[config.mk]
export PLATFORM = sky130hd
export DESIGN_NAME = if_stage_flat
export DESIGN_NICKNAME = d
export VERILOG_FILES = /design/src/rtl/pipeline_pkg.sv /design/src/rtl/if_stage_if.sv /design/src/rtl/if_id_reg.sv /design/src/rtl/if_stage.sv /design/src/flat_wrapper.sv
export SDC_FILE = /design/constraint.sdc
export NUM_CORES = 1
export LEC_CHECK = 0
export CAP_MARGIN = 20
export CORE_AREA = 4 4 159 146
export CTS_BUF_LIST = sky130_fd_sc_hd__clkbuf_8
export CTS_CLUSTER_DIAMETER = 50
export DETAILED_ROUTE_END_ITERATION = 10
export DIE_AREA = 0 0 163 150
export HOLD_SLACK_MARGIN = 0.08
export REMOVE_ABC_BUFFERS = 1
export SLEW_MARGIN = 40
export SYNTH_ARGS = -nofsm -noshare
export SYNTH_HDL_FRONTEND = slang
export SYNTH_SLANG_ARGS = --single-unit
[constraint.sdc]
create_clock -name clk -period 3.4 [get_ports clk]
set_input_delay 0.68 -clock clk [delete_from_list [all_inputs] [get_ports clk]]
set_output_delay 0.68 -clock clk [all_outputs]
set_load 0.01 [all_outputs]
[src/rtl/pipeline_pkg.sv]
// Shared definitions for the 5-stage pipeline: IF-stage FSM states, IF/ID field
// widths and the reset/bubble constants.
package pipeline_pkg;

  localparam int unsigned InstrWidth = 32;
  localparam int unsigned AddrWidth  = 32;

  localparam logic [AddrWidth-1:0]  DefaultResetPc = 32'h0000_0000;
  localparam logic [InstrWidth-1:0] DefaultNopWord = 32'h0000_0000;

  typedef enum logic [1:0] {
    StIdle,
    StReq,
    StHold,
    StDrain
  } if_state_e;

endpackage

[src/rtl/if_stage_if.sv]
// Single-outstanding request/valid instruction-memory port.
interface if_stage_if;
  import pipeline_pkg::*;

  logic                  req;
  logic [AddrWidth-1:0]  addr;
  logic [InstrWidth-1:0] rdata;
  logic                  valid;

  modport master (output req, output addr, input rdata, input valid);
  modport slave  (input req, input addr, output rdata, output valid);

endinterface

[src/rtl/if_id_reg.sv]
// IF/ID pipeline register. A bubble takes priority over a load; with neither
// the contents hold.
module if_id_reg
  import pipeline_pkg::*;
#(
  parameter logic [InstrWidth-1:0] NOP_WORD = DefaultNopWord
) (
  input  logic                  clk,
  input  logic                  rst,
  input  logic                  load,
  input  logic                  bubble,
  input  logic [InstrWidth-1:0] instr_d,
  input  logic [AddrWidth-1:0]  next_addr_d,
  input  logic                  valid_d,
  output logic [InstrWidth-1:0] instr,
  output logic [AddrWidth-1:0]  next_addr,
  output logic                  valid
);

  logic [InstrWidth-1:0] instr_q;
  logic [AddrWidth-1:0]  next_addr_q;
  logic                  valid_q;

  // IF/ID state: reset and bubble both load the NOP with valid cleared.
  always_ff @(posedge clk or negedge rst) begin
    if (!rst) begin
      instr_q     <= NOP_WORD;
      next_addr_q <= '0;
      valid_q     <= 1'b0;
    end else if (bubble) begin
      instr_q     <= NOP_WORD;
      next_addr_q <= '0;
      valid_q     <= 1'b0;
    end else if (load) begin
      instr_q     <= instr_d;
      next_addr_q <= next_addr_d;
      valid_q     <= valid_d;
    end
  end

  assign instr     = instr_q;
  assign next_addr = next_addr_q;
  assign valid     = valid_q;

endmodule

[src/rtl/if_stage.sv]
// Instruction-fetch stage: owns the PC, the instruction-memory request FSM,
// a one-word hold buffer for responses that land during a stall, and the
// IF/ID register feeding the ID stage.
module if_stage
  import pipeline_pkg::*;
#(
  parameter logic [AddrWidth-1:0]  RESET_PC = DefaultResetPc,
  parameter logic [InstrWidth-1:0] NOP_WORD = DefaultNopWord
) (
  input  logic                  clk,
  input  logic                  rst,
  input  logic                  PCWrite,
  input  logic                  freeze,
  input  logic                  PCSrc,
  input  logic                  flush,
  input  logic [AddrWidth-1:0]  Branch_Address,
  if_stage_if.master            imem,
  output logic [InstrWidth-1:0] Instruction,
  output logic [AddrWidth-1:0]  Next_Address,
  output logic                  if_valid
);

  if_state_e             state_q, state_d;
  logic [AddrWidth-1:0]  pc_q, pc_d;
  logic [AddrWidth-1:0]  fetch_addr_q, fetch_addr_d;
  logic [InstrWidth-1:0] hold_q, hold_d;

  logic                  stall, redirect;
  logic [AddrWidth-1:0]  target, pc_plus4;
  logic                  ifid_load, ifid_bubble;
  logic [InstrWidth-1:0] ifid_instr;

  assign stall    = freeze | ~PCWrite;
  assign redirect = PCSrc | flush;
  // A flush without a taken branch re-fetches from the current PC.
  assign target   = PCSrc ? Branch_Address : pc_q;
  assign pc_plus4 = pc_q + 32'd4;

  // Next-state, PC/fetch-address update and IF/ID load/bubble decode.
  always_comb begin
    state_d      = state_q;
    pc_d         = pc_q;
    fetch_addr_d = fetch_addr_q;
    hold_d       = hold_q;
    ifid_load    = 1'b0;
    ifid_bubble  = 1'b0;
    ifid_instr   = imem.rdata;
    unique case (state_q)
      StIdle: begin
        if (redirect) begin
          pc_d        = target;
          ifid_bubble = 1'b1;
        end
        fetch_addr_d = pc_d;
        state_d      = StReq;
      end
      StReq: begin
        if (imem.valid) begin
          if (redirect) begin
            pc_d         = target;
            fetch_addr_d = target;
            ifid_bubble  = 1'b1;
          end else if (stall) begin
            hold_d  = imem.rdata;
            state_d = StHold;
          end else begin
            ifid_load    = 1'b1;
            pc_d         = pc_plus4;
            fetch_addr_d = pc_plus4;
          end
        end else if (redirect) begin
          // The old request must still complete; fetch_addr stays put.
          pc_d        = target;
          ifid_bubble = 1'b1;
          state_d     = StDrain;
        end else if (!stall) begin
          ifid_bubble = 1'b1;
        end
      end
      StHold: begin
        if (redirect) begin
          pc_d         = target;
          fetch_addr_d = target;
          ifid_bubble  = 1'b1;
          state_d      = StReq;
        end else if (!stall) begin
          ifid_load    = 1'b1;
          ifid_instr   = hold_q;
          pc_d         = pc_plus4;
          fetch_addr_d = pc_plus4;
          state_d      = StReq;
        end
      end
      StDrain: begin
        if (redirect) begin
          pc_d        = target;
          ifid_bubble = 1'b1;
        end else if (!stall) begin
          ifid_bubble = 1'b1;
        end
        if (imem.valid) begin
          fetch_addr_d = pc_d;
          state_d      = StReq;
        end
      end
      default: state_d = StIdle;
    endcase
  end

  // FSM, PC, fetch address and hold buffer.
  always_ff @(posedge clk or negedge rst) begin
    if (!rst) begin
      state_q      <= StIdle;
      pc_q         <= RESET_PC;
      fetch_addr_q <= RESET_PC;
      hold_q       <= NOP_WORD;
    end else begin
      state_q      <= state_d;
      pc_q         <= pc_d;
      fetch_addr_q <= fetch_addr_d;
      hold_q       <= hold_d;
    end
  end

  assign imem.req  = (state_q == StReq) || (state_q == StDrain);
  assign imem.addr = fetch_addr_q;

  if_id_reg #(
    .NOP_WORD(NOP_WORD)
  ) u_if_id_reg (
    .clk        (clk),
    .rst        (rst),
    .load       (ifid_load),
    .bubble     (ifid_bubble),
    .instr_d    (ifid_instr),
    .next_addr_d(pc_plus4),
    .valid_d    (1'b1),
    .instr      (Instruction),
    .next_addr  (Next_Address),
    .valid      (if_valid)
  );

endmodule

[src/flat_wrapper.sv]
// flat-port wrapper written by rule: the top's interface ports become plain ports
module if_stage_flat import pipeline_pkg::*;
#(
  parameter logic [AddrWidth-1:0]  RESET_PC = DefaultResetPc,
  parameter logic [InstrWidth-1:0] NOP_WORD = DefaultNopWord
)
  (clk, rst, PCWrite, freeze, PCSrc, flush, Branch_Address, Instruction, Next_Address, if_valid, imem_req, imem_addr, imem_rdata, imem_valid);
  if_stage_if imem_i ();
  input  logic clk;
  input  logic rst;
  input  logic PCWrite;
  input  logic freeze;
  input  logic PCSrc;
  input  logic flush;
  input  logic [AddrWidth-1:0] Branch_Address;
  output logic [InstrWidth-1:0] Instruction;
  output logic [AddrWidth-1:0] Next_Address;
  output logic if_valid;
  output wire logic [$bits(imem_i.req)-1:0] imem_req;
  output wire logic [$bits(imem_i.addr)-1:0] imem_addr;
  input wire logic [$bits(imem_i.rdata)-1:0] imem_rdata;
  input wire logic [$bits(imem_i.valid)-1:0] imem_valid;
  assign imem_req = imem_i.req;
  assign imem_addr = imem_i.addr;
  assign imem_i.rdata = imem_rdata;
  assign imem_i.valid = imem_valid;
  if_stage #(.RESET_PC(RESET_PC), .NOP_WORD(NOP_WORD)) u_core (.clk(clk), .rst(rst), .PCWrite(PCWrite), .freeze(freeze), .PCSrc(PCSrc), .flush(flush), .Branch_Address(Branch_Address), .imem(imem_i), .Instruction(Instruction), .Next_Address(Next_Address), .if_valid(if_valid));
endmodule
==> run metrics, run 1 <==
Final Hold Fails 0; proportion of netlist area held by the largest area contributor 48.0%; Cell variety after synth 59; Die X 163 um; RSZ-0062 raised after global routing no; Worst EP required 3.73 ns; largest net degree at the start of global routing 73; final setup margin 0.544 ns; predominant post-synthesis flop cell dfrtp_1; DR iter-0 viols 462; max_cap viols 0; fill count 2034; Worst slew margin 52.5%; Final min period 2.86 ns; fmax 350 MHz; worst-path cell chain clkdlybuf4s50_1 -> or2_1 -> nor2_1 -> a21oi_1 -> a222oi_1 -> mux2_2; Antenna Cells 0; final core utilization 51.2%; worst-case reg-to-reg path depth 7; most instantiated cells after synthesis dfrtp_1, nor2_1, nand2_1; Reg area 0.00408 mm2; placed cell areas 0.0106 mm2; Slew @ Worst Pin 0.713 ns; Post-synth EDFFs 0; sequential fraction of the synthesis area 48.0%; Root Driver clkbuf_8; Final #Nets 1075; first-pass GRT wire length 39.7 mm; clock skew 0.0171 ns; Reg2Reg Setup Slack 0.80 ns; GPL Wtd Cong 0.902; Min Hold Slack 0.225 ns; PortBufs 168; Num Clock Sinks 163; Hold/Removal Path Class in2async; Crit-path slowest cell nor2_1; area leader, netlist dfrtp_1; PostCTS Resize Cnt 0; placeable core area 0.0214 mm2; Synth Cell Area 0.00850 mm2; period utilisation layout 84.0%; setup TNS 0 ns; placed insts 1271; fin area 0.0110 mm2; P&R area growth vs syn 29.2%; H-tree levels 4; Avg WL per Cell 19.2 um; vias in the first global route 7049; Area contributors post-synth dfrtp_1, mux2i_1, mux2_2; DR vias 7076; most numerous cell in the Yosys netlist dfrtp_1; PD cells 698 mW/mm2; Worst EP arrival 3.19 ns; Pleak 4.55 nW; post-route ant nets 0; hold buffer count at CTS 0; post-CTS setup repair buffer count 0; clk_lat worst skew 0.46 ns; Site Rows 51; total I/O pin count 169; synthesis-stage register bit count 163; drt drc 0; CTS Buffer Depth 2; die area 0.0245 mm2; Post-synth ARST share 100%; Post-Synthesis Cells 848; Crit. End Element flop; Power Total 7.66 mW; status finished clean; Die Y-Extent 150 um; grt ovf 0; final wirelength 25.0 mm; crit-path max cell delay 0.56 ns; CTS tree built; area of the multi-input gates 0.00408 mm2; Setup crit start kind primary input; First-pass DRT Iterations 5; Setup Viol. Count Final 0; via/cell ratio 5.43; antenna violations before repair 1; Avg Inst Size Synth 10.0 um2; Setup CP Type in2reg; clock buffer count from CTS 17; CP Max Fanout 9; layout cells sized above 1 12.8%; maximum vdd drop 0.345 mV; DP Worst Slack 0.120 ns; max-slew violation count 0; clock slew at reported path FFs 0.09 ns; Initial Util 39.6%; Ys Warns 0; DP HPWL 17.9 mm; Total GRT Usage 20.7%; post-layout instance count excluding filler cells 1302
-- critical path, delay by kind of cell --
| kind | cells | cell delay [ns] |
|---|---|---|
| AOI/OAI and AO/OA | 2 | 0.60 |
| buffers and inverters | 1 | 0.55 |
| muxes | 1 | 0.39 |
| and+or+nand+nor | 2 | 0.97 |
-- layout by cell type (no fill, tap or decap), types with 11 or more instances in the layout --
cell and n:
a211oi_1 57, a21oi_1 33, a22oi_1 13, buf_4 28, clkbuf_8 17, clkdlybuf4s50_1 166
dfrtp_1 163, mux2_2 47, mux2i_1 56, nand2_1 62, nand3_1 23, nor2_1 103
nor3_1 16, o21ai_0 38, o221ai_1 11, xnor2_1 26, xor2_1 12
-- cell type report --
| type | count | area share, % |
|---|---|---|
| clock buffer | 17 | 2.13 |
| inverter | 10 | 0.342 |
| clock inverter | 14 | 1.38 |
| tap | 291 | 3.32 |
| timing repair buffer | 203 | 18.5 |
| multi-input combinational | 604 | 37.2 |
| sequential | 163 | 37.2 |
-- cell families (layout without fill, tap and decap cells) --
| logic type | after synthesis | count (layout) | share of synthesized area, % |
|---|---|---|---|
| compound gates | 191 | 191 | 15.0 |
| xor+xnor | 38 | 38 | 3.92 |
| fa+ha+maj | 5 | 5 | 0.736 |
| buf+inv | 81 | 244 | 4.26 |
| flops | 163 | 163 | 48.0 |
| mux | 104 | 104 | 13.0 |
| simple gates | 266 | 266 | 15.1 |
-- report_power, final --
part           internal, mW  total (mW)  switching (mW)  leakage (nW)
Sequential             2.53        3.09           0.555          2.11
Clock                 0.661        1.43           0.773         0.199
Combinational          1.46        3.14            1.68          2.24
Total                  4.65        7.66            3.01          4.55
-- layer usage --
| metal | global-route usage [%] | vias up | routed length, um |
|---|---|---|---|
| met1 | 30.0 | 3467 | 11900 |
| met3 | 5.07 | 24 | 1520 |
| li1 | - | 3368 | - |
| met4 | 4.36 | 2 | 304 |
| met2 | 31.6 | 215 | 11200 |
| met5 | 0 | - | 12 |
-- final timing paths --
kind / end / startpoint
max: u_core.state_q[1] / flush
min: u_core.hold_q[14] / rst
max reg2reg: u_core.u_if_id_reg.instr[24] / u_core.state_q[0]
min reg2reg: u_core.imem.addr[6] / u_core.imem.addr[6]
max in group asynchronous: u_core.u_if_id_reg.valid / rst
min in group clk: u_core.imem.addr[6] / u_core.imem.addr[6]
-- state kept, by name, indices dropped and copies added, names as in the netlist --
name / cells
u_core.imem.addr: 32
u_core.pc_q: 32
u_core.state_q: 2
u_core.u_if_id_reg.next_addr: 32
u_core.hold_q: 32
u_core.u_if_id_reg.valid: 1
u_core.u_if_id_reg.instr: 32
No activity file was read; power rests on OpenSTA's default activity.
==> run 2, diff against run 1 <==
- PLACE_DENSITY: not set -> 0.66
- clock period: 3.4 -> 2.5 ns (I/O delays scaled with it)
==> run metrics, run 2 (synthesis results as in run 1) <==
status finished clean (unchanged); antenna violations before repair 0 (was 1); Worst EP arrival 2.66 ns (was 3.19 ns); post-route ant nets 0 (unchanged); Comb pwr share 42.8% (was 41.0%); most frequent cells in the layout clkdlybuf4s50_1, dfrtp_1, nor2_1 (unchanged); DP HPWL 18.5 mm (was 17.9 mm); Setup Viol. Count Final 0 (unchanged); clk_lat worst skew 0.47 ns (was 0.46 ns); Num Clock Sinks 163 (unchanged); Sw Share 39.7% (was 39.2%); RSZ-0062 raised after global routing no (unchanged); CP Max Fanout 17 (was 9); PortBufs 168 (unchanged); maximum vdd drop 0.509 mV (was 0.345 mV); H-tree levels 4 (unchanged); PD cells 943 mW/mm2 (was 698 mW/mm2); Clk pwr share 18.1% (was 18.7%); Site Rows 51 (unchanged); first-pass GRT wire length 40.7 mm (was 39.7 mm); Final #Nets 1106 (was 1075); Total GRT Usage 21.2% (was 20.7%); grt ovf 0 (unchanged); placed cell areas 0.0109 mm2 (was 0.0106 mm2); via/cell ratio 5.46 (was 5.43); DR iter-0 viols 633 (was 462); total I/O pin count 169 (unchanged); Switching Power 4.22 mW (was 3.01 mW); worst-case reg-to-reg path depth 7 (unchanged); clock buffer count from CTS 17 (unchanged); die area 0.0245 mm2 (unchanged); Hold/Removal Path Class reg2reg (was in2async); largest net degree at the start of global routing 65 (was 73); Pleak 4.71 nW (was 4.55 nW); GPL Wtd Cong 0.911 (was 0.902); final wirelength 25.3 mm (was 25.0 mm); max_cap viols 0 (unchanged); layout cells sized above 1 15.8% (was 12.8%); Initial Util 39.6% (unchanged); CTS tree built (unchanged); Seq pwr share 39.1% (was 40.3%); vias in the first global route 7218 (was 7049); fmax 426 MHz; Root Driver clkbuf_8 (unchanged); DR vias 7287 (was 7076); Worst slew margin 55.5% (was 52.5%); period utilisation layout 93.9%; placeable core area 0.0214 mm2 (unchanged); clock skew 0.0136 ns (was 0.0171 ns); Setup crit start kind flop (was primary input); Die Y-Extent 150 um (unchanged); max-slew violation count 0 (unchanged); post-CTS setup repair buffer count 0 (unchanged); First-pass DRT Iterations 5 (unchanged); drt drc 0 (unchanged); most common cell after layout, fill and taps aside clkdlybuf4s50_1 (unchanged); CTS Buffer Depth 2 (unchanged); Antenna Cells 0 (unchanged); Slew @ Worst Pin 0.668 ns (was 0.713 ns); Setup CP Type reg2reg (was in2reg); fill count 1979 (was 2034); fin area 0.0113 mm2 (was 0.0110 mm2); Final Hold Fails 0 (unchanged); Worst EP required 2.81 ns (was 3.73 ns); Crit. End Element flop (unchanged); hold path depth 2; P&R area growth vs syn 32.7% (was 29.2%); Die X 163 um (unchanged); clock slew at reported path FFs 0.09 ns (about the same); Final min period 2.35 ns; setup TNS 0 ns (unchanged); Avg WL per Cell 19.0 um (was 19.2 um); P_int 6.41 mW (was 4.65 mW)
-- run 2: cell count changes in the layout (fill, tap and decap cells not counted), sizes merged --
cell	delta
clkinvlp	+1
clkdlybuf4s50	-1
buf	+30
bufinv	-1
dlygate4sd2	+1
dlygate4sd3	+1
inv	+1
-- run 2: worst paths after layout --
check	endpoint	slack [ns]	start
max	u_core.imem.addr[14]	0.15	u_core.state_q[1]
min	u_core.imem.addr[6]	0.49	u_core.imem.addr[6]
max reg2reg	u_core.imem.addr[14]	0.15	u_core.state_q[1]
min reg2reg	u_core.imem.addr[6]	0.49	u_core.imem.addr[6]
max in group asynchronous	u_core.u_if_id_reg.instr[28]	1.21	rst
min in group asynchronous	u_core.u_if_id_reg.next_addr[28]	0.60	rst
-- run 2: per-layer routing --
metal	share of wire [%]	vias to the layer above	global-route usage, %
met5	0	-	0
met4	2.0	0	5.95
met3	6.2	32	4.41
met2	45	250	31.7
met1	47	3574	31.3
li1	-	3431	-
-- run 2: what timing repair did --
| item | 4_1_cts | 5_1_grt |
|---|---|---|
| endpoints found under the setup margin | 1 | 47 |
| pin swaps | 0 | 1 |
| hold endpoints to repair | 59 | 0 |
| gates resized for setup | 5 | 2 |
| hold buffers | 1 | 0 |
-- run 2: cell type report --
type,instances,area (um2),share of cell area [%]
Inverter,10,37.5,0.333
Clock buffer,17,234,2.07
Tap cell,291,364,3.23
Timing Repair Buffer,234,2310,20.5
Sequential cell,163,4080,36.2
Clock inverter,15,148,1.31
Multi-Input combinational cell,604,4100,36.4
-- run 2: power groups by stage --
stage               logic (mW)  clock network [mW]  registers (mW)
floorplan                 2.22                   0            4.20
global route              4.95                2.10            4.29
global placement          4.43                   0            4.16
detailed placement        4.51                   0            4.19
CTS                       4.55                1.99            4.14
finish                    4.55                1.92            4.15
-- run 2: per-stage QoR --
step / power [mW] / hold slack, ns / util (%) / cells / setup slack, ns
global route: 11.3 / 0.517 / 52.6 / 1334 / 0.0131
finish: 10.6 / 0.487 / 52.6 / 1334 / 0.152
floorplan: 6.42 / 0.204 / - / 777 / -1.55
global placement: 8.59 / 0.462 / 50.7 / 1301 / 0.0556
CTS: 10.7 / 0.485 / 52.6 / 1334 / 0.0399
detailed placement: 8.70 / 0.459 / 50.7 / 1301 / -0.0482
-- run 2: critical path: stages (launching register included) --
cell      delay (ns)
dfrtp_1         0.41
inv_1           0.11
ha_2            0.40
or3b_4          0.45
buf_4           0.16
o21ai_2         0.21
buf_4           0.29
o311ai_0        0.16
==> run 3, diff against run 2 <==
- GPL_ROUTABILITY_DRIVEN: not set -> 0
- GPL_TIMING_DRIVEN: not set -> 0
==> run metrics, run 3 (synthesis results as in run 1) <==
clock buffer count from CTS 17 (unchanged); Final min period 2.44 ns (was 2.35 ns); Die Y-Extent 150 um (unchanged); die area 0.0245 mm2 (unchanged); CTS Buffer Depth 2 (unchanged); Setup Viol. Count Final 0 (unchanged); Final Hold Fails 0 (unchanged); Worst EP arrival 2.80 ns (was 2.66 ns); max-slew violation count 0 (unchanged); Num Clock Sinks 163 (unchanged); max_cap viols 0 (unchanged); Clk pwr share 17.8% (was 18.1%); CTS tree built (unchanged); antenna violations before repair 0 (unchanged); fmax 409 MHz (was 426 MHz); P&R area growth vs syn 33.7% (was 32.7%); Antenna Cells 0 (unchanged); Top Metal Used met4 (unchanged); placed cell areas 0.0106 mm2 (was 0.0109 mm2); Slew @ Worst Pin 0.722 ns (was 0.668 ns); CP delay by family, top simple AND/OR/NAND/NOR gates (was buffers and inverters); status finished clean (unchanged); most common cell after layout, fill and taps aside clkdlybuf4s50_1 (unchanged); fin area 0.0114 mm2 (was 0.0113 mm2); Site Rows 51 (unchanged); Sw Share 39.9% (was 39.7%); clock slew at reported path FFs 0.09 ns (about the same); Hold/Removal Path Class reg2reg (unchanged); DP HPWL 17.7 mm (was 18.5 mm); layout cells sized above 1 16.2% (was 15.8%); most frequent cells in the layout clkdlybuf4s50_1, dfrtp_1, nor2_1 (unchanged); First-pass DRT Iterations 5 (unchanged); H-tree levels 4 (unchanged); DP Worst Slack -1.29 ns (was -0.0482 ns); crit-path max cell delay 0.43 ns (was 0.45 ns); Setup crit start kind flop (unchanged); Reg area 0.00408 mm2 (about the same); Crit. End Element flop (unchanged); PortBufs 168 (unchanged); final wirelength 25.9 mm (was 25.3 mm); period utilisation layout 97.8% (was 93.9%); Initial Util 39.6% (unchanged); CP dominant cell by count buf_4 (unchanged); DR WL met2 12.0 mm (was 11.4 mm); first-pass GRT wire length 39.8 mm (was 40.7 mm); total I/O pin count 169 (unchanged); placeable core area 0.0214 mm2 (unchanged); largest net degree at the start of global routing 68 (was 65); Avg WL per Cell 19.7 um (was 19.0 um); Worst slew margin 51.8% (was 55.5%); Comb pwr share 43.1% (was 42.8%); clk_lat worst skew 0.47 ns (about the same); via/cell ratio 5.50 (was 5.46); worst-path cell chain inv_1 -> ha_4 -> or3b_4 -> buf_4 -> buf_4 -> or3_4 -> o31a_1 (was inv_1 -> ha_2 -> or3b_4 -> buf_4 -> o21ai_2 -> buf_4 -> o311ai_0); met1 wire length 11.8 mm (about the same); clock skew 0.0184 ns (was 0.0136 ns); drt drc 0 (unchanged); Setup CP Type reg2reg (unchanged); vias in the first global route 7158 (was 7218); Pleak 4.66 nW (was 4.71 nW); Root Driver clkbuf_8 (unchanged); CP Max Fanout 8 (was 17); Seq pwr share 39.1% (about the same); DR iter-0 viols 529 (was 633); routed wl met3 1.80 mm (was 1.57 mm); Die X 163 um (unchanged); Switching Power 4.29 mW (was 4.22 mW); Total GRT Usage 20.7% (was 21.2%); grt ovf 0 (unchanged); Worst EP required 2.85 ns (was 2.81 ns); Final #Nets 1090 (was 1106); maximum vdd drop 0.567 mV (was 0.509 mV); post-route ant nets 0 (unchanged); PD cells 947 mW/mm2 (was 943 mW/mm2); Reg2Reg Setup Slack 0.06 ns (was 0.15 ns); area of the multi-input gates 0.00427 mm2 (was 0.00410 mm2); final setup margin 0.0555 ns (was 0.152 ns); P_int 6.47 mW (was 6.41 mW); crit path buf inv count 3 (unchanged); DR vias 7240 (was 7287); fill count 1929 (was 1979); Crit-path slowest cell or3_4 (was or3b_4)
-- run 3: final cells by class --
type / count / area share (%)
clock buffer: 18 / 2.18
multi-input combinational: 606 / 37.6
timing repair buffer: 216 / 19.7
tap: 291 / 3.21
sequential: 163 / 35.9
clock inverter: 13 / 1.10
inverter: 10 / 0.330
-- run 3: what timing repair did --
item,in CTS,in global routing
resized for setup,16,16
cloned,1,2
hold buffers,1,0
buffers inserted,8,16
setup endpoints to repair,112,62
pin swaps,4,6
hold endpoints to repair,46,0
-- run 3: worst reg2reg max path: cells and delay by family, from the launching register on --
kind	cells	cell delay [ns]
adders and majority gates	1	0.31
DFF	1	0.39
and+or+nand+nor	2	0.84
buffers and inverters	3	0.47
AOI/OAI and AO/OA	1	0.33
-- run 3: per-stage QoR --
stage | power [mW] | hold WS (ns) | TNS [ns] | instances | util [%]
after detailed placement | 8.56 | 0.431 | -95.40 | 1259 | 49.5
after global placement | 7.99 | 0.455 | -1753.15 | 1236 | 47.7
after floorplan | 6.42 | 0.204 | -134.36 | 777 | -
after CTS | 10.6 | 0.490 | 0 | 1299 | 51.9
final | 10.8 | 0.489 | 0 | 1317 | 53.0
after global routing | 11.4 | 0.510 | -0.127 | 1317 | 53.0
-- run 3: path summary, 6_finish.rpt --
kind                                       from                                to  depth (start not counted)
setup / recovery              u_core.state_q[1]  u_core.u_if_id_reg.next_addr[20]                          7
hold / removal             u_core.imem.addr[12]              u_core.imem.addr[12]                          1
setup reg to reg              u_core.state_q[1]  u_core.u_if_id_reg.next_addr[20]                          7
hold reg to reg            u_core.imem.addr[12]              u_core.imem.addr[12]                          1
max in group asynchronous                   rst      u_core.u_if_id_reg.instr[10]                          3
min in group asynchronous                   rst  u_core.u_if_id_reg.next_addr[25]                          2
-- run 3: routing by layer --
layer  up-vias  GRT usage, %
met4         0          4.91
li1       3409             -
met3        20          5.37
met2       280          32.3
met5         -             0
met1      3531          29.0
-- run 3: power by group through the flow --
| stage | clock network, mW | registers (mW) | logic, mW |
|---|---|---|---|
| final | 1.91 | 4.20 | 4.64 |
| after floorplan | 0 | 4.20 | 2.22 |
| after global placement | 0 | 4.20 | 3.79 |
| after global routing | 2.05 | 4.32 | 5.05 |
| after CTS | 1.95 | 4.18 | 4.46 |
| after detailed placement | 0 | 4.24 | 4.33 |
